[config.mk]
export PLATFORM = sky130hd
export DESIGN_NAME = uart_rx_fifo
export DESIGN_NICKNAME = d
export VERILOG_FILES = /design/src/rtl/uart_rx_fifo.sv
export SDC_FILE = /design/constraint.sdc
export NUM_CORES = 1
export LEC_CHECK = 0
export CORE_UTILIZATION = 59
export CTS_CLUSTER_SIZE = 8
export DETAILED_ROUTE_END_ITERATION = 7
export PLACE_DENSITY_LB_ADDON = 0.05
export REMOVE_ABC_BUFFERS = 1
export SYNTH_ARGS = -nofsm -noshare
export SYNTH_HDL_FRONTEND = slang
export SYNTH_SLANG_ARGS = --single-unit
[constraint.sdc]
create_clock -name clk -period 4.3 [get_ports clk]
set_input_delay 0.86 -clock clk [delete_from_list [all_inputs] [get_ports clk]]
set_output_delay 0.86 -clock clk [all_outputs]
set_load 0.02 [all_outputs]
[src/rtl/uart_rx_fifo.sv]
// uart_rx_fifo
// ----------------------------------------------------------------------------
// Receive-side byte buffer between uart_rx and mem_ctl. Every in_valid strobe
// is captured into a DEPTH-entry circular buffer. The oldest byte is presented
// first-word-fall-through on rd_data. The block also reports the fill level,
// a sticky overrun flag and a level threshold interrupt.
//
// Optional feature macro: UART_RX_FIFO_BREAK_EN
//   defined   : each entry also stores in_break, and rd_break reports the
//               head entry's tag.
//   undefined : entries are 8 bits wide, in_break is ignored, rd_break = 0.
//
// Parameters
//   DEPTH       number of entries, power of two, 2..256
//   THRESHOLD   irq asserts when count >= THRESHOLD, 1..DEPTH
//
// Ports
//   clk          clock, all state changes on the rising edge
//   rst_n        synchronous active-low reset
//   in_valid     one-cycle byte strobe from the receiver
//   in_data      received byte, sampled with in_valid
//   in_break     break indication, sampled with in_valid
//   rd_en        pop strobe from mem_ctl, one cycle per byte
//   rd_valid     buffer non-empty
//   rd_data      head byte, 8'h00 while empty
//   rd_break     head entry break tag, 0 while empty or when compiled out
//   full         count == DEPTH
//   count        fill level 0..DEPTH
//   overrun      sticky, set when a byte is dropped
//   clr_overrun  one-cycle clear of overrun (a same-cycle set wins)
//   irq          level, count >= THRESHOLD
// ----------------------------------------------------------------------------
module uart_rx_fifo #(
    parameter int DEPTH     = 16,
    parameter int THRESHOLD = 8
) (
    input  logic                       clk,
    input  logic                       rst_n,
    input  logic                       in_valid,
    input  logic [7:0]                 in_data,
    input  logic                       in_break,
    input  logic                       rd_en,
    output logic                       rd_valid,
    output logic [7:0]                 rd_data,
    output logic                       rd_break,
    output logic                       full,
    output logic [$clog2(DEPTH):0]     count,
    output logic                       overrun,
    input  logic                       clr_overrun,
    output logic                       irq
);

    localparam int AW = $clog2(DEPTH);
    localparam int CW = AW + 1;

    localparam logic [CW-1:0] DEPTH_C  = CW'(DEPTH);
    localparam logic [CW-1:0] THRESH_C = CW'(THRESHOLD);

`ifdef UART_RX_FIFO_BREAK_EN
    localparam int EW = 9;
`else
    localparam int EW = 8;
`endif

    logic [EW-1:0] mem [DEPTH];
    logic [AW-1:0] wp;
    logic [AW-1:0] rp;
    logic [EW-1:0] wr_entry;
    logic [EW-1:0] head_entry;

    logic wr_accept;
    logic rd_accept;
    logic drop;

    // While full, a same-cycle pop frees the slot being written, so both
    // operations proceed and the level stays at DEPTH.
    assign rd_accept = rd_en && (count != '0);
    assign wr_accept = in_valid && ((count != DEPTH_C) || rd_en);
    assign drop      = in_valid && !wr_accept;

`ifdef UART_RX_FIFO_BREAK_EN
    assign wr_entry = {in_break, in_data};
`else
    logic unused_in_break;
    assign unused_in_break = in_break;
    assign wr_entry        = in_data;
`endif

    // NOTE: the storage array has no reset; its contents are never visible
    // while the buffer is empty, so clearing it would only cost flops.
    always_ff @(posedge clk) begin
        if (rst_n && wr_accept) begin
            mem[wp] <= wr_entry;
        end
    end

    // NOTE: sequential state uses non-blocking assignments so every register
    // samples the pre-edge values of the others.
    always_ff @(posedge clk) begin
        if (!rst_n) begin
            wp      <= '0;
            rp      <= '0;
            count   <= '0;
            overrun <= 1'b0;
        end else begin
            if (wr_accept) begin
                wp <= wp + 1'b1;
            end
            if (rd_accept) begin
                rp <= rp + 1'b1;
            end

            case ({wr_accept, rd_accept})
                2'b10:   count <= count + 1'b1;
                2'b01:   count <= count - 1'b1;
                default: count <= count;
            endcase

            if (drop) begin
                overrun <= 1'b1;
            end else if (clr_overrun) begin
                overrun <= 1'b0;
            end
        end
    end

    // Outputs decode from registered state only; no input reaches them.
    assign head_entry = mem[rp];
    assign rd_valid   = (count != '0);
    assign full       = (count == DEPTH_C);
    assign irq        = (count >= THRESH_C);
    assign rd_data    = rd_valid ? head_entry[7:0] : 8'h00;

`ifdef UART_RX_FIFO_BREAK_EN
    assign rd_break = rd_valid & head_entry[8];
`else
    assign rd_break = 1'b0;
`endif

endmodule

==> results.sh <==
export IMPL_io_buffers=29
export IMPL_cts_tree="built"
export IMPL_grt_max_degree=33
export IMPL_nFillCells=659
export IMPL_post_place_ws_ns=0.485
export IMPL_p_per_area_mw_per_mm2=590
export IMPL_hpwl_um=6750
export IMPL_setup_tns_ns=0
export IMPL_rr_startpoint="count[0]"
export IMPL_min_path_cells=2
export IMPL_power_net_switching_mw=1.13
export IMPL_syn_to_final_growth_pct=16.7
export IMPL_initial_core_util=0.610
export IMPL_cp_end_kind="output port"
export IMPL_wl_met3_um=570
export IMPL_die_x_um=103
export IMPL_clockBufferDepth=2
export IMPL_dpl_instance_area_mm2=0.00639
export IMPL_hold_end="overrun"
export IMPL_dieArea_mm2=0.0106
export IMPL_grt_pass1_vias=3067
export IMPL_wl_met2_um=5460
export IMPL_start_kind="register"
export IMPL_finalInstanceArea_mm2=0.00699
export IMPL_syn_area_per_cell_um2=17.7
export IMPL_synth_async_reset_ratio=0
export IMPL_grt_overflow=0
export IMPL_htree_num_levels=4
export IMPL_synthCells=338
export IMPL_arrival_ns=2.96
export IMPL_pwr_share_seq=0.402
export IMPL_clock_latency_ns=0.52
export IMPL_synthSimpleGateAreaFrac=0.0604
export IMPL_grt_setup_unrepaired="false"
export IMPL_combinationalPowerShare=0.235
export IMPL_wl_per_cell_um=21.4
export IMPL_netlist_area_mm2=0.00599
export IMPL_path_max_fanout=12
export IMPL_nets=390
export IMPL_synth_xor_area_share=0.0117
export IMPL_yosys_warnings=0
export IMPL_r2r_end="count[2]"
export IMPL_cts_setup_buffers=0
export IMPL_grt_pass1_wl_um=16700
export IMPL_first_pass_iters=5
export IMPL_via_per_inst=5.94
export IMPL_yosys_area_share_adder=0.0167
export IMPL_cts_hold_buf=0
export IMPL_ys_seq_elements=146
export IMPL_fin_ws_ns=0.483
export IMPL_timing_final_crit_share=0.888
export IMPL_cts_sinks=146
export IMPL_path_class="register to output port"
export IMPL_hold_class="register to register"
export IMPL_synth_compound_area_frac=0.0433
export IMPL_fin_crit_ns=3.82
export IMPL_drive_above_1_share=0.197
export IMPL_hold_violations=0
export IMPL_tightest_slew_ns=0.949
export IMPL_crit_required_ns=3.44
export IMPL_swShare=0.275
export IMPL_wl_um=11000
export IMPL_power_internal_mw=2.99
export IMPL_die_h_um=103
export IMPL_p_leak_nw=2.20
export IMPL_diodes=0
export IMPL_outcome="complete, no violations"
export IMPL_dp_cells=482
export IMPL_synthMuxAreaShare=0.142
export IMPL_rows=36
export IMPL_finalMaxSlewViolations=0
export IMPL_ys_flop_type="edfxtp_1"
export IMPL_final_antenna_net_count=0
export IMPL_ir_worst_vdd_mv=0.410
export IMPL_cts_buffers_inserted=17
export IMPL_top_layer="met4"
export IMPL_wl_met1_um=4740
export IMPL_reg2reg_slack_ns=0.95
export IMPL_ys_seq_area_frac=0.702
export IMPL_vias=3055
export IMPL_max_slew_margin=0.365
export IMPL_max_freq_ghz=0.262
export IMPL_ctsResizeCount=0
export IMPL_synth_enable_flop_cells=128
export IMPL_min_from="overrun"
export IMPL_maxCapViolations=0
export IMPL_ios=32
export IMPL_gp_congestion=0.770
export IMPL_setup_viol=0
export IMPL_core_area_mm2=0.00982
export IMPL_synth_top_family_by_area="multiplexers"
export IMPL_clkPwrFrac=0.363
export IMPL_synth_cell_types=42
export IMPL_r2r_cells=10
export IMPL_antenna_found_initial=0
export IMPL_path_clk_slew_ns=0.06
export IMPL_drtIter0Drc=240
export IMPL_skew_ns=0.00615
export IMPL_root_buffer="clkbuf_8"
export IMPL_drc_errors=0
export IMPL_grt_util_all_layers=0.229
export IMPL_finalNonFillerCells=514
per-layer routing:
metal,global-route usage,vias up
met1,0.302,1541
li1,-,1386
met4,0.103,0
met2,0.365,105
met5,0,-
met3,0.0549,23
how the worst max path moves through the flow:
stage / to / cells after the start / slack [ns] / from
finish: rd_data[2] / 5 / 0.48 / register
global route: rd_data[2] / 5 / 0.36 / register
CTS: rd_data[2] / 5 / 0.40 / register
detailed placement: count[2] / 10 / 0.49 / rd_en
global placement: count[2] / 10 / 0.56 / rd_en
floorplan: rd_data[0] / 4 / 1.05 / register
cells in the final DEF, fill, tap and decap left out, types with 2 or more instances in the layout:
master	count
edfxtp_1	128
mux4_2	32
clkdlybuf4s50_1	29
nor2_1	21
dfxtp_1	17
a211oi_1	16
clkbuf_16	16
mux2i_1	12
nor2b_1	10
nand2_1	9
ha_1	8
inv_1	6
and2_1	6
nand3_1	5
nand2b_1	5
xnor2_1	5
o21ai_0	4
clkinvlp_4	4
bufinv_16	4
xor2_1	3
or2_2	3
nand3b_1	3
nor3_1	3
clkinv_2	3
o21a_1	2
a32oi_1	2
inv_6	2
buf_12	2
buf_4	2
stage by stage:
step	hold slack [ns]	power (mW)	utilization
2_1_floorplan	0.468	2.29	-
3_3_place_gp	0.468	2.64	0.650
3_5_place_dp	0.479	2.66	0.650
4_1_cts	0.485	4.15	0.712
5_1_grt	0.519	4.27	0.712
6_report	0.479	4.12	0.712
cells by family after synthesis:
| kind of cell | Yosys count |
|---|---|
| xor gates and xnor gates | 8 |
| adders and majority gates | 8 |
| AOI/OAI and AO/OA | 33 |
| DFF | 146 |
| muxes | 45 |
| buffers and inverters | 28 |
| other | 1 |
| and+or+nand+nor | 69 |
flip-flops by register name, indices dropped and copies added (netlist names), named ones only:
signal,cells
count,5
wp,4
overrun,1
rp,4
mem,128
cells in the mapped netlist (all sizes together), types with 6 or more instances:
master	instances	area, µm²
inv	6	22.5
mux2i	12	120
a211oi	16	120
nor2	21	78.8
and2	6	37.5
nand2	9	33.8
edfxtp	128	3840
buf	14	83.8
clkbuf	8	31.3
ha	8	100
dfxtp	18	360
nor2b	10	62.6
mux4	32	721
power groups by stage:
| stage | registers [mW] | logic [mW] | clock network (mW) |
|---|---|---|---|
| 6_report | 1.66 | 0.970 | 1.50 |
| 5_1_grt | 1.66 | 1.05 | 1.56 |
| 4_1_cts | 1.66 | 0.980 | 1.51 |
| 3_5_place_dp | 1.69 | 0.973 | 0 |
| 3_3_place_gp | 1.68 | 0.958 | 0 |
| 2_1_floorplan | 1.75 | 0.548 | 0 |
worst max-delay path, stage by stage (launching register included):
cell             delay (ns)
dfxtp_1                0.74
mux4_2                 0.41
nor2b_1                0.14
a211oi_1               0.42
a211oi_1               0.13
clkdlybuf4s50_1        0.59
final cells by class:
| class | instances | area [µm²] | share of cell area |
|---|---|---|---|
| clock buffers | 18 | 418 | 0.0598 |
| clock inverters | 14 | 186 | 0.0267 |
| inverters | 6 | 22.5 | 0.00322 |
| multi-input cells | 164 | 1650 | 0.236 |
| flip-flops and latches | 146 | 4210 | 0.602 |
| well taps | 133 | 166 | 0.0238 |
| repair buffers | 33 | 345 | 0.0494 |
Note: power is estimated with default switching activity, not from simulation.
